--- src/rtl/regfile_sb_if.sv ---
// Operand-read, write-back and issue signals between the ID stage and regfile_sb.
// master = pipeline side driving addresses and write/issue requests; slave = register file.
interface regfile_sb_if #(
    parameter int WIDTH  = 32,
    parameter int ADDR_W = 5,
    parameter int NREAD  = 2
) ();
    logic [NREAD*ADDR_W-1:0] Ra;
    logic [NREAD*WIDTH-1:0]  Qa;
    logic [NREAD-1:0]        Busy;
    logic                    Stall;
    logic                    We;
    logic [ADDR_W-1:0]       Wr;
    logic [WIDTH-1:0]        D;
    logic                    IssVld;
    logic [ADDR_W-1:0]       IssRd;

    modport master (
        output Ra, We, Wr, D, IssVld, IssRd,
        input  Qa, Busy, Stall
    );

    modport slave (
        input  Ra, We, Wr, D, IssVld, IssRd,
        output Qa, Busy, Stall
    );
endinterface

--- src/rtl/regfile_sb.sv ---
// Multi-port register file with write scoreboard; reads are combinational, writes/issues land at the edge.
// No backpressure: Stall is advisory. Optional REGFILE_BYPASS_EN forwards the write-back data to matching read ports.
module regfile_sb #(
    parameter int WIDTH   = 32,
    parameter int ADDR_W  = 5,
    parameter int NREAD   = 2,
    parameter bit R0_ZERO = 1'b1
) (
    input  logic         Clk,
    input  logic         Clr,
    regfile_sb_if.slave  bus
);
    localparam int DEPTH = 1 << ADDR_W;

    logic [WIDTH-1:0] regs_q [DEPTH];
    logic [DEPTH-1:0] busy_q;
    logic [DEPTH-1:0] busy_d;
    logic             wr_ok;
    logic             iss_ok;
    logic [NREAD-1:0] busy_rd;

    // Register 0 is hard-wired when R0_ZERO, so both requests are filtered before touching state.
    assign wr_ok  = bus.We     && !(R0_ZERO && (bus.Wr    == '0));
    assign iss_ok = bus.IssVld && !(R0_ZERO && (bus.IssRd == '0));

    // Issue is applied after write-back so a same-register collision leaves the flag set.
    always_comb begin
        busy_d = busy_q;
        if (wr_ok)
            busy_d[bus.Wr] = 1'b0;
        if (iss_ok)
            busy_d[bus.IssRd] = 1'b1;
    end

    always_ff @(posedge Clk or posedge Clr) begin
        if (Clr) begin
            busy_q <= '0;
            for (int i = 0; i < DEPTH; i++)
                regs_q[i] <= '0;
        end else begin
            busy_q <= busy_d;
            if (wr_ok)
                regs_q[bus.Wr] <= bus.D;
        end
    end

    for (genvar g = 0; g < NREAD; g++) begin : g_rd
        logic [ADDR_W-1:0] ra;
        logic [WIDTH-1:0]  qa;
        logic              bz;

        assign ra = bus.Ra[g*ADDR_W +: ADDR_W];

        always_comb begin
            qa = regs_q[ra];
            bz = busy_q[ra];
            if (R0_ZERO && (ra == '0)) begin
                qa = '0;
                bz = 1'b0;
            end
`ifdef REGFILE_BYPASS_EN
            // WB-to-ID forwarding: the waiting consumer proceeds in the write-back cycle.
            if (wr_ok && (bus.Wr == ra)) begin
                qa = bus.D;
                bz = 1'b0;
            end
`endif
        end

        assign bus.Qa[g*WIDTH +: WIDTH] = qa;
        assign busy_rd[g]               = bz;
    end

    assign bus.Busy  = busy_rd;
    assign bus.Stall = |busy_rd;
endmodule

--- src/flat_wrapper.sv ---
// flat-port wrapper written by rule: the top's interface ports become plain ports
module regfile_sb_flat 
#(
    parameter int WIDTH   = 32,
    parameter int ADDR_W  = 5,
    parameter int NREAD   = 2,
    parameter bit R0_ZERO = 1'b1
)
  (Clk, Clr, bus_Ra, bus_We, bus_Wr, bus_D, bus_IssVld, bus_IssRd, bus_Qa, bus_Busy, bus_Stall);
  regfile_sb_if #(.WIDTH(WIDTH), .ADDR_W(ADDR_W), .NREAD(NREAD)) bus_i ();
  input  logic Clk;
  input  logic Clr;
  input wire logic [$bits(bus_i.Ra)-1:0] bus_Ra;
  input wire logic [$bits(bus_i.We)-1:0] bus_We;
  input wire logic [$bits(bus_i.Wr)-1:0] bus_Wr;
  input wire logic [$bits(bus_i.D)-1:0] bus_D;
  input wire logic [$bits(bus_i.IssVld)-1:0] bus_IssVld;
  input wire logic [$bits(bus_i.IssRd)-1:0] bus_IssRd;
  output wire logic [$bits(bus_i.Qa)-1:0] bus_Qa;
  output wire logic [$bits(bus_i.Busy)-1:0] bus_Busy;
  output wire logic [$bits(bus_i.Stall)-1:0] bus_Stall;
  assign bus_i.Ra = bus_Ra;
  assign bus_i.We = bus_We;
  assign bus_i.Wr = bus_Wr;
  assign bus_i.D = bus_D;
  assign bus_i.IssVld = bus_IssVld;
  assign bus_i.IssRd = bus_IssRd;
  assign bus_Qa = bus_i.Qa;
  assign bus_Busy = bus_i.Busy;
  assign bus_Stall = bus_i.Stall;
  regfile_sb #(.WIDTH(WIDTH), .ADDR_W(ADDR_W), .NREAD(NREAD), .R0_ZERO(R0_ZERO)) u_core (.Clk(Clk), .Clr(Clr), .bus(bus_i));
endmodule
--- config.mk ---
export PLATFORM = sky130hd
export DESIGN_NAME = regfile_sb_flat
export DESIGN_NICKNAME = d
export VERILOG_FILES = /design/src/rtl/regfile_sb_if.sv /design/src/rtl/regfile_sb.sv /design/src/flat_wrapper.sv
export SDC_FILE = /design/constraint.sdc
export NUM_CORES = 2
export LEC_CHECK = 0
export ABC_AREA = 1
export CORE_UTILIZATION = 25
export CTS_CLUSTER_SIZE = 28
export DETAILED_ROUTE_END_ITERATION = 12
export PLACE_DENSITY = 0.43
export SLEW_MARGIN = 20
export SYNTH_ARGS = -nofsm -noshare
export SYNTH_HDL_FRONTEND = slang
export SYNTH_SLANG_ARGS = --single-unit
--- constraint.sdc ---
create_clock -name Clk -period 47.9 [get_ports Clk]
set_input_delay 7.185 -clock Clk [delete_from_list [all_inputs] [get_ports Clk]]
set_output_delay 7.185 -clock Clk [all_outputs]
set_load 0.005 [all_outputs]
==> results.txt <==
drt total wl = 285000 microns
worst vdd ir = 0.0406 mV
Port Buffers = 122
Clk Latency, worst-skew pair = 0.81 ns
Cells on Worst Hold Path = 0
Die Y-Extent = 486 microns
Die Width = 486 microns
nets@finish = 8064
Non-Filler Instances = 11300
CTS Buffer Depth = 3
Fmax achieved = 52.1 MHz
CP Data Arrival Time = 11.99 ns
Post-synth EDFFs = 0
Ports = 123
drt wl/cell = 25.3 microns
post-placement setup slack = 28.59 ns
Avg Synthesized Cell Area = 7.00 sq um
hold crit path type = reg2reg
Synth area leader = dfrtp_1
row count = 177
Tot GR Track Use = 23.7%
Die Area = 236000 sq um
Setup TNS = 0 ns
Worst-Margin Slew = 1.14 ns
Cell Area, Synth = 58500 sq um
crit end category = output port
CTS Hold Bufs = 0
Max-cap violations = 0
Worst Reg2Reg Path Length in Cells = 2
Final period util = 40.0%
CTS tree = built
Placer Congestion = 0.834
synth cell count leaders = nand2_1, o21ai_0, dfrtp_1, nand3_1, nor2_1
antenna viol nets, final = 0
top post-synthesis cells by area = dfrtp_1, nand2_1, o21ai_0
DR vias/cell = 5.17
Req. time, crit path = 40.72 ns
H-tree depth = 4
Yosys Warn Count = 0
worst hold slack = 0.377 ns
critical path class = in2out
Async S/R FF share, synth = 100%
Cells after Synth = 8364
Yosys reg bits = 1056
Crit Path Max Fanout = 126
# DRC = 0
total number of vias = 58200
vias in the first global route = 55100
post-layout instance area = 66200 sq um
DP Area = 61800 sq um
clk_skew = 0 ns
RSZ-0062 raised after global routing = false
post-CTS resize count = 0
crit path time final = 19.18 ns
Final Hold Fails = 0
layout cells sized above 1 = 5.39%
CTS sink cnt = 1056
initial antenna violation count = 17
startpoint types = input pin
Rel. slew slack = 23.7%
first-pass detailed-route iteration total = 8
Synth top area share = 45.2%
clk slew on worst S/H paths = 0.06 ns
top-count cell post-synth = nand2_1
Static Leak = 29.3 nW
CTS buffer count = 135
largest net degree at the start of global routing = 160
Setup WS post-layout = 28.72 ns
pwr dens = 42.2 nW/um^2
Inst Count DP = 11000
setup bufs post-CTS = 0
top_reg_cell synth = dfrtp_1
Synth Net Count = 8420
root buf cell = clkbuf_16
first-pass GRT wire length = 409000 microns
gr ovfl total = 0
post-synthesis cell type count = 28
Seq/Total Area, Yosys = 45.2%
Core Box Area = 233000 sq um
Synth-to-Final Area Change = 13.1%
Max Slew Vio Count = 0
Final HPWL DP = 161000 microns
Initial Util = 25.1%
status = complete, no violations
DRT iter0 DRCs = 6656
final setup violation count = 0
-- layout by cell type (no fill, tap or decap), types with 4 or more instances in the layout --
cell	count
buf_8	4
nand2_1	2407
clkbuf_8	35
nor2_1	698
clkinv_8	5
o21ai_1	55
clkbuf_1	24
buf_12	9
nor2_4	22
inv_1	407
diode_2	10
nand3_1	771
clkdlybuf4s50_1	112
inv_2	21
inv_16	4
nor3_1	9
inv_6	8
inv_8	4
nor2_2	4
o211ai_1	136
a21oi_1	516
dfrtp_1	1056
clkinv_2	32
buf_4	136
clkbuf_16	136
o22ai_1	47
o21ai_0	1426
-- power breakdown --
part           total, W  internal, W  switching (W)
clock           0.00103     0.000590       0.000442
sequential      0.00121      0.00108       0.000128
combinational  0.000554     0.000192       0.000361
total           0.00279      0.00186       0.000931
-- critical path, cell delays in order --
cell	delay, ns
buf_8	0.23
inv_8	0.74
buf_4	0.59
buf_4	0.92
nor2_1	0.08
o21ai_0	0.69
nand2_1	0.35
nand3_1	0.18
nor2_1	0.05
nor2_1	0.28
clkdlybuf4s50_1	0.56
-- per-layer routing --
layer	routed length (microns)	global-route usage, %
met1	126000	32.4
met2	128000	37.5
met3	19800	3.65
met4	11000	9.19
met5	32	0
-- metrics by stage --
step                      total power (W)  util, %
final                             0.00279     28.4
after floorplan                   0.00157        -
after detailed placement          0.00177     26.5
after CTS                         0.00281     28.4
after global placement            0.00176     26.5
after global routing              0.00294     28.4
-- path summary, 6_finish.rpt --
path                       slack [ns]                              end                            start
hold reg to reg                  0.38  u_core.regs_q[1021]$_DFFE_PP0P_  u_core.regs_q[1021]$_DFFE_PP0P_
max in group asynchronous       36.56   u_core.regs_q[156]$_DFFE_PP0P_                              Clr
setup / recovery                28.72                       bus_Qa[44]                        bus_Ra[5]
min in group asynchronous        6.91   u_core.regs_q[163]$_DFFE_PP0P_                              Clr
hold / removal                   0.38  u_core.regs_q[1021]$_DFFE_PP0P_  u_core.regs_q[1021]$_DFFE_PP0P_
setup reg to reg                47.09   u_core.regs_q[698]$_DFFE_PP0P_   u_core.regs_q[698]$_DFFE_PP0P_
-- flip-flops by register name, indices dropped and copies added (netlist names) --
register / flops
u_core.regs_q: 1024
u_core.busy_q: 32
-- cells by family (layout without fill, tap and decap cells) --
family / after synthesis / in the layout / share of synthesized area, %
other: 0 / 10 / 0
AO/OA/AOI/OAI: 2183 / 2183 / 19.4
flip-flops: 1056 / 1056 / 45.2
AND/OR/NAND/NOR: 3919 / 3919 / 27.0
buffers and inverters: 1206 / 950 / 8.45
-- final cells by class --
cell class              count  area, sq um
clock inverters            42          404
inverters                 448         1740
fillers                 25300       167000
flip-flops and latches   1056        26400
clock buffers             195         3980
well taps                3132         3920
multi-input cells        6102        27300
repair buffers            265         2430
diodes                     10         25.0
Note: power is estimated with default switching activity, not from simulation.
